<file path="src/rtl/window_kxk_stream.sv">
// Streaming KxK window generator over a raster-scanned multi-channel pixel stream,
// with valid/ready on both sides, configurable stride, sof resync and last-window flag.
module window_kxk_stream #(
  parameter int unsigned DATA_WIDTH = 8,
  parameter int unsigned IMG_WIDTH  = 5,
  parameter int unsigned IMG_HEIGHT = 5,
  parameter int unsigned K          = 3,
  parameter int unsigned CHANNELS   = 1,
  parameter int unsigned STRIDE     = 1
) (
  input  logic                                 clk,
  input  logic                                 rst_n,
  input  logic                                 in_valid,
  output logic                                 in_ready,
  input  logic                                 in_sof,
  input  logic [CHANNELS*DATA_WIDTH-1:0]       in_data,
  output logic                                 out_valid,
  input  logic                                 out_ready,
  output logic [CHANNELS*K*K*DATA_WIDTH-1:0]   out_window,
  output logic                                 out_last
);

  localparam int unsigned CW       = $clog2(IMG_WIDTH);
  localparam int unsigned RW       = $clog2(IMG_HEIGHT);
  localparam int unsigned NL       = K - 1;
  localparam int unsigned LAST_ROW = (K - 1) + ((IMG_HEIGHT - K) / STRIDE) * STRIDE;
  localparam int unsigned LAST_COL = (K - 1) + ((IMG_WIDTH - K) / STRIDE) * STRIDE;
  localparam int unsigned WIN_W    = CHANNELS * K * K * DATA_WIDTH;

  logic [DATA_WIDTH-1:0] r_lb       [CHANNELS][NL][IMG_WIDTH];
  logic [DATA_WIDTH-1:0] r_arr      [CHANNELS][K][K];
  logic [DATA_WIDTH-1:0] w_arr_next [CHANNELS][K][K];
  logic [CW-1:0]         r_col, w_col, w_col_next;
  logic [RW-1:0]         r_row, w_row, w_row_next;
  logic [31:0]           w_row32, w_col32;
  logic                  w_accept, w_emit, w_last;
  logic [WIN_W-1:0]      w_window;

  // Single output slot: accept whenever the slot is empty or being drained.
  assign in_ready = !out_valid || out_ready;
  assign w_accept = in_valid && in_ready;

  // sof forces the current pixel to (0,0) regardless of the counters.
  assign w_col   = in_sof ? '0 : r_col;
  assign w_row   = in_sof ? '0 : r_row;
  assign w_row32 = 32'(w_row);
  assign w_col32 = 32'(w_col);

  assign w_emit = (w_row32 >= K - 1) && (w_col32 >= K - 1) &&
                  (((w_row32 - (K - 1)) % STRIDE) == 32'd0) &&
                  (((w_col32 - (K - 1)) % STRIDE) == 32'd0);
  assign w_last = (w_row32 == LAST_ROW) && (w_col32 == LAST_COL);

  // Raster counters advance from the (possibly resynced) current position.
  always_comb begin
    w_col_next = w_col + CW'(1);
    w_row_next = w_row;
    if (w_col == CW'(IMG_WIDTH - 1)) begin
      w_col_next = '0;
      w_row_next = (w_row == RW'(IMG_HEIGHT - 1)) ? '0 : w_row + RW'(1);
    end
  end

  // Shift array after this accept: rows shift left, newest column from line buffers + pixel.
  always_comb begin
    for (int unsigned c = 0; c < CHANNELS; c++) begin
      for (int unsigned r = 0; r < K; r++) begin
        for (int unsigned k = 0; k < K - 1; k++) begin
          w_arr_next[c][r][k] = r_arr[c][r][k+1];
        end
      end
      for (int unsigned r = 0; r < K - 1; r++) begin
        w_arr_next[c][r][K-1] = r_lb[c][K-2-r][w_col];
      end
      w_arr_next[c][K-1][K-1] = in_data[c*DATA_WIDTH +: DATA_WIDTH];
    end
  end

  always_comb begin
    w_window = '0;
    for (int unsigned c = 0; c < CHANNELS; c++) begin
      for (int unsigned r = 0; r < K; r++) begin
        for (int unsigned k = 0; k < K; k++) begin
          w_window[((c*K + r)*K + k)*DATA_WIDTH +: DATA_WIDTH] = w_arr_next[c][r][k];
        end
      end
    end
  end

  always_ff @(posedge clk or negedge rst_n) begin
    if (!rst_n) begin
      r_col      <= '0;
      r_row      <= '0;
      out_valid  <= 1'b0;
      out_last   <= 1'b0;
      out_window <= '0;
      for (int unsigned c = 0; c < CHANNELS; c++) begin
        for (int unsigned r = 0; r < K; r++) begin
          for (int unsigned k = 0; k < K; k++) begin
            r_arr[c][r][k] <= '0;
          end
        end
        for (int unsigned l = 0; l < NL; l++) begin
          for (int unsigned x = 0; x < IMG_WIDTH; x++) begin
            r_lb[c][l][x] <= '0;
          end
        end
      end
    end else begin
      if (w_accept) begin
        r_col <= w_col_next;
        r_row <= w_row_next;
        for (int unsigned c = 0; c < CHANNELS; c++) begin
          for (int unsigned r = 0; r < K; r++) begin
            for (int unsigned k = 0; k < K; k++) begin
              r_arr[c][r][k] <= w_arr_next[c][r][k];
            end
          end
          r_lb[c][0][w_col] <= in_data[c*DATA_WIDTH +: DATA_WIDTH];
          for (int unsigned l = 1; l < NL; l++) begin
            r_lb[c][l][w_col] <= r_lb[c][l-1][w_col];
          end
        end
      end
      if (w_accept && w_emit) begin
        out_valid  <= 1'b1;
        out_window <= w_window;
        out_last   <= w_last;
      end else if (out_ready) begin
        out_valid <= 1'b0;
        out_last  <= 1'b0;
      end
    end
  end

endmodule

</file>
<file path="config.mk">
export PLATFORM = sky130hd
export DESIGN_NAME = window_kxk_stream
export DESIGN_NICKNAME = d
export VERILOG_FILES = /design/src/rtl/window_kxk_stream.sv
export SDC_FILE = /design/constraint.sdc
export NUM_CORES = 1
export LEC_CHECK = 0
export CORE_MARGIN = 2
export CORE_UTILIZATION = 50
export DETAILED_ROUTE_END_ITERATION = 12
export PLACE_DENSITY_LB_ADDON = 0.25
export SYNTH_ARGS = -nofsm -noshare
export SYNTH_HDL_FRONTEND = slang
export SYNTH_SLANG_ARGS = --single-unit
</file>
<file path="constraint.sdc">
create_clock -name clk -period 2.5 [get_ports clk]
set_input_delay 0.25 -clock clk [delete_from_list [all_inputs] [get_ports clk]]
set_output_delay 0.25 -clock clk [all_outputs]
set_load 0.02 [all_outputs]
</file>
---- Word level (Yosys, flattened, before mapping) ----
Cells that the tools add are included.
word-level totals
  flip-flop bits (word level) ............. 208
  bits of input ports ..................... 13
  output and inout bits ................... 75
  logic and storage cells ................. 56
operators by class
  $add $sub $neg .......................... 2
  $lt $le $gt $ge ......................... 4
  equality and inequality tests ........... 2
  muxes and demuxes ....................... 18
  bitwise logic cells ..................... 1
  reductions and logical operators ........ 8
operators with widths
  operator                                                    number
  bitwise mux 40 bit                                          2
  binary-select mux 8 bit (select 3 bit)                      2
  two-way mux 8 bit                                           5
  demux 8 bit (select 3 bit)                                  1
  two-way mux 3 bit                                           5
  adder 3 x 1 -> 3 bit, second input constant                 2
  equality test 3 bit, second input constant                  2
  >= comparator 3 x 2 -> 1 bit, second input constant         2
  logical AND 1 bit                                           5
  >= comparator 4 bit, second input constant                  1
  less-than comparator 4 x 1 -> 1 bit, second input constant  1
  inverter 3 -> 4 bit                                         1
  two-way mux 1 bit                                           3
  nonzero test 2 bit                                          1
  zero test 1 bit                                             1
  logical OR 1 bit                                            1

---- Longest topological paths before layout ----
  depth after elaboration ................. 7
  mapped depth ............................ 7
  depth with buffers taken out ............ 5

---- Worst setup path after synthesis ----
No wires, ideal clock.
  path kind ............................... register to register
  start point ............................. register out_valid
  end point ............................... register r_lb[59] (netlist bit)
  library setup time ...................... 0.125 ns
  arrival ................................. 1.926 ns
  data required time ...................... 2.375 ns
  slack ................................... 0.450 ns
  stages on the path, launching flop included .. 6
  path buffers ............................ 1
  period minus slack after synthesis ...... 2.050 ns
  cell sequence ........................... dfrtp_1 -> nor2b_2 -> clkinv_1 -> nand4_1 -> buf_4 -> mux2_2
between the ends
  word-level cells in the longest chain between the ends .. 3
RTL lines
  what                           RTL line  RTL
  start, declared                17        output logic out_valid,
  start signal, assigned         94        out_valid <= 1'b0;
  start signal, assigned         126       out_valid <= 1'b1;
  start signal, assigned         130       out_valid <= 1'b0;
  zero test 1 bit                40        assign in_ready = !out_valid || out_ready;
  logical OR 1 bit               40
  via in_ready                   14        output logic in_ready,
  logical AND 1 bit              41        assign w_accept = in_valid && in_ready;
  end signal, assigned by index  119       r_lb[c][0][w_col] <= in_data[c*DATA_WIDTH +: DATA_WIDTH];
  end signal, assigned by index  121       r_lb[c][l][w_col] <= r_lb[c][l-1][w_col];
  end, declared                  30        logic [DATA_WIDTH-1:0] r_lb [CHANNELS][NL][IMG_WIDTH];
The timed path passes the listed nets, and every way through them passes these cells.
A chain may end at the register's enable or synchronous reset.

---- Worst setup path in the final report ----
  start point ............................. register out_valid
  end point ............................... output port in_ready
between the ends
  word-level cells in the longest chain between the ends .. 2
RTL lines
  what              RTL line
  zero test 1 bit   40
  logical OR 1 bit  40
  end, declared     14
No other way between the ends.

==> metrics <==
die area between 15000 and 20000 um^2; Sink Count 208; Die Width 134 um; Unique masters post-synth 41; Max Fclk approximately 0.43 GHz; Cell Pwr Density 890 nW/um^2; die height roughly 130 um; critical path class register to output pin; register area about 5200 um^2; yosys warns 0; Crit Path Max Fanout 7; outcome finished, final reports clean; grt total ovfl 0; Routed WL per cell 17.4 um; R2R setup slack ~200 ps; dpl hpwl 12700 um; Detailed Routing Iterations Pass 1 5; endpoints failing setup 0; Synth Flop Type dfrtp_1; Final Hold Vio Count 0; initial antenna violation count 0; post-route ant nets 0; share of layout cells above drive strength 1 0.126; H-Tree Depth 1; Worst EP required around 2300 ps; Starting Density 0.512; DRT Wirelength between 15000 and 20000 um; I/O pin count between 80 and 90; multi-input logic area around 3000 um^2; RSZ-0062 raised after global routing false; Max Cap Viol 0; drt drc 0; largest net degree at the start of global routing 91; Site Rows 47; CP endpoint kind output pin; Area Overhead vs Synth 22.8%; post-route cell area ~10000 um^2; CTS Buffer Depth 3; Antenna Cells 0; crit path time final roughly 2300 ps; Final TNS setup 0 ps; total CTS buffers 22; critical path endpoint in_ready; Final Util 0.629; nature of the critical path startpoint register; Vias between 6000 and 7000; Core ar. ~17000 um^2; Post-synth ARST share 1.00; Final Wtd Congestion a little over 0.8; worst-margin pin slew approximately 1000 ps; Yosys reg bits 208; Max-slew headroom 0.307; CTS tree yes; Port Buf Inserts 87; Worst Hold Class primary input to asynchronous set/reset pin; Clk Latency, worst-skew pair 500 ps; Lkg Pwr 4.99 nW; clk_skew approximately 12 ps; Fillers about 1400; # nets final 930; drt initial violations about 450; share of the yosys chip area belonging to registers 0.613; R2R depth 4; Final Max Slew Viols 0; placed cells approximately 1100; syn nets between 800 and 900; Vias per Instance approximately 5.5; Reg clk slew, reported paths ~60 ps; Post-synth EDFFs 0; Reg-to-Reg End r_lb[2]$_DFFE_PN0P_; CTS root buf clkbuf_16; syn_area_per_cell 10.3 um^2; Arr. time, crit path between 2000 and 2500 ps; first-pass GRT wire length 32700 um; area post-placement about 9700 um^2; r2r startpoint r_col[0]$_DFFE_PN0P_; crit path from out_valid$_DFFE_PN0P_; Syn Inst Count approximately 820; Final period util 0.936; Peak VDD IR 581 uV; vias in the first global route 6230; total global routing track utilization 0.228; Finished Layout Cells ~1200; mapped cell area ~8500 um^2
per-layer routing:
metal | track usage | vias to the layer above | wire, um
li1 | - | 2928 | -
met1 | 0.318 | 3103 | 8730
met2 | 0.370 | 215 | 9560
met3 | 0.0333 | 46 | 1160
met4 | 0.0760 | 0 | 535
met5 | 0 | - | 0
repair_timing:
item,4_1_cts,5_1_grt
hold buffers,1,0
resized for setup,1,1
setup buffers,0,0
endpoints found under the hold margin,63,0
endpoints found under the setup margin,1,3
critical path: stages (launching register included):
cell and delay [ps]:
dfrtp_1 350, nor2b_2 400, clkinv_2 250, clkdlybuf4s50_1 590
per-stage QoR:
stage | power (mW) | hold WS (ps) | setup WS [ps]
final | 9.27 | 306 | 160
after global routing | 9.73 | 343 | 47.6
after CTS | 9.31 | 322 | 141
after detailed placement | 6.05 | 290 | 28.6
after global placement | 5.99 | 289 | 124
after floorplan | 5.43 | -45.6 | 450
cell type report:
type / count / share of cell area
inverter: 3 / 0.00120
timing repair buffer: 120 / 0.115
clock inverter: 4 / 0.00672
sequential: 208 / 0.499
tap: 220 / 0.0264
multi-input combinational: 562 / 0.288
clock buffer: 34 / 0.0630
synth_stat cells, types with 2 or more instances:
| cell | count | area (um^2) |
|---|---|---|
| buf_2 | 29 | 145 |
| clkbuf_1 | 13 | 48.8 |
| mux2_1 | 4 | 45.0 |
| mux2i_1 | 16 | 160 |
| o21ai_1 | 4 | 20.0 |
| buf_4 | 2 | 15.0 |
| nor4b_4 | 2 | 47.6 |
| o21ai_0 | 48 | 240 |
| nand2_1 | 321 | 1200 |
| a221oi_1 | 22 | 193 |
| buf_6 | 7 | 78.8 |
| a21oi_1 | 9 | 45.0 |
| nand3_1 | 2 | 10.0 |
| a221oi_2 | 2 | 30.0 |
| a22oi_1 | 8 | 60.1 |
| dfrtp_1 | 208 | 5200 |
| nor2_1 | 43 | 161 |
| o31ai_1 | 3 | 22.5 |
| mux2_2 | 32 | 360 |
| nor2b_1 | 5 | 31.3 |
| nand2b_1 | 2 | 12.5 |
| nor4_1 | 2 | 12.5 |
| inv_1 | 2 | 7.51 |
| mux2_4 | 4 | 60.1 |
| a31oi_1 | 18 | 113 |
flip-flops by register name, summed over array words and instances (netlist names):
name,cells
r_lb,80
out_window,72
r_arr,48
r_col,3
r_row,3
out_last,1
out_valid,1
report_power, final:
group	internal (mW)	switching [mW]
Combinational	0.693	0.783
Clock	2.00	1.25
Sequential	4.06	0.481
Total	6.76	2.52
cells in the final DEF, fill, tap and decap left out, types with 2 or more instances in the layout:
cell type,netlist,final
bufinv_16,0,2
a221oi_2,2,3
mux2i_1,16,16
nand2b_1,2,2
clkbuf_1,13,7
o31ai_1,3,3
a221oi_1,22,21
buf_4,2,26
nor4b_4,2,2
nand3_1,2,2
nand2_1,321,321
mux2_2,32,32
mux2_4,4,4
clkdlybuf4s50_1,0,86
a31oi_1,18,18
nor2b_1,5,5
buf_12,0,6
a22oi_1,8,8
nor2_1,43,42
dfrtp_1,208,208
a21oi_1,9,9
clkbuf_16,0,23
mux2_1,4,4
inv_1,2,2
clkbuf_8,0,5
o21ai_0,48,48
clkinv_2,0,3
o21ai_1,4,4
how the worst min path moves through the flow:
stage / end / slack, ps / depth (start not counted)
finish: r_row[1]$_DFFE_PN0P_ / 310 / 2
CTS: r_row[1]$_DFFE_PN0P_ / 320 / 2
global placement: r_row[1]$_DFFE_PN0P_ / 290 / 1
global route: r_row[1]$_DFFE_PN0P_ / 340 / 2
floorplan: out_last$_DFFE_PN0P_ / -50 / 0
detailed placement: r_row[1]$_DFFE_PN0P_ / 290 / 1
cell families after synthesis:
family | share of synthesized area
buffers and inverters | 0.0352
AO/OA/AOI/OAI | 0.0908
flip-flops | 0.613
multiplexers | 0.0737
AND/OR/NAND/NOR | 0.187
Note: power is estimated with default switching activity, not from simulation.
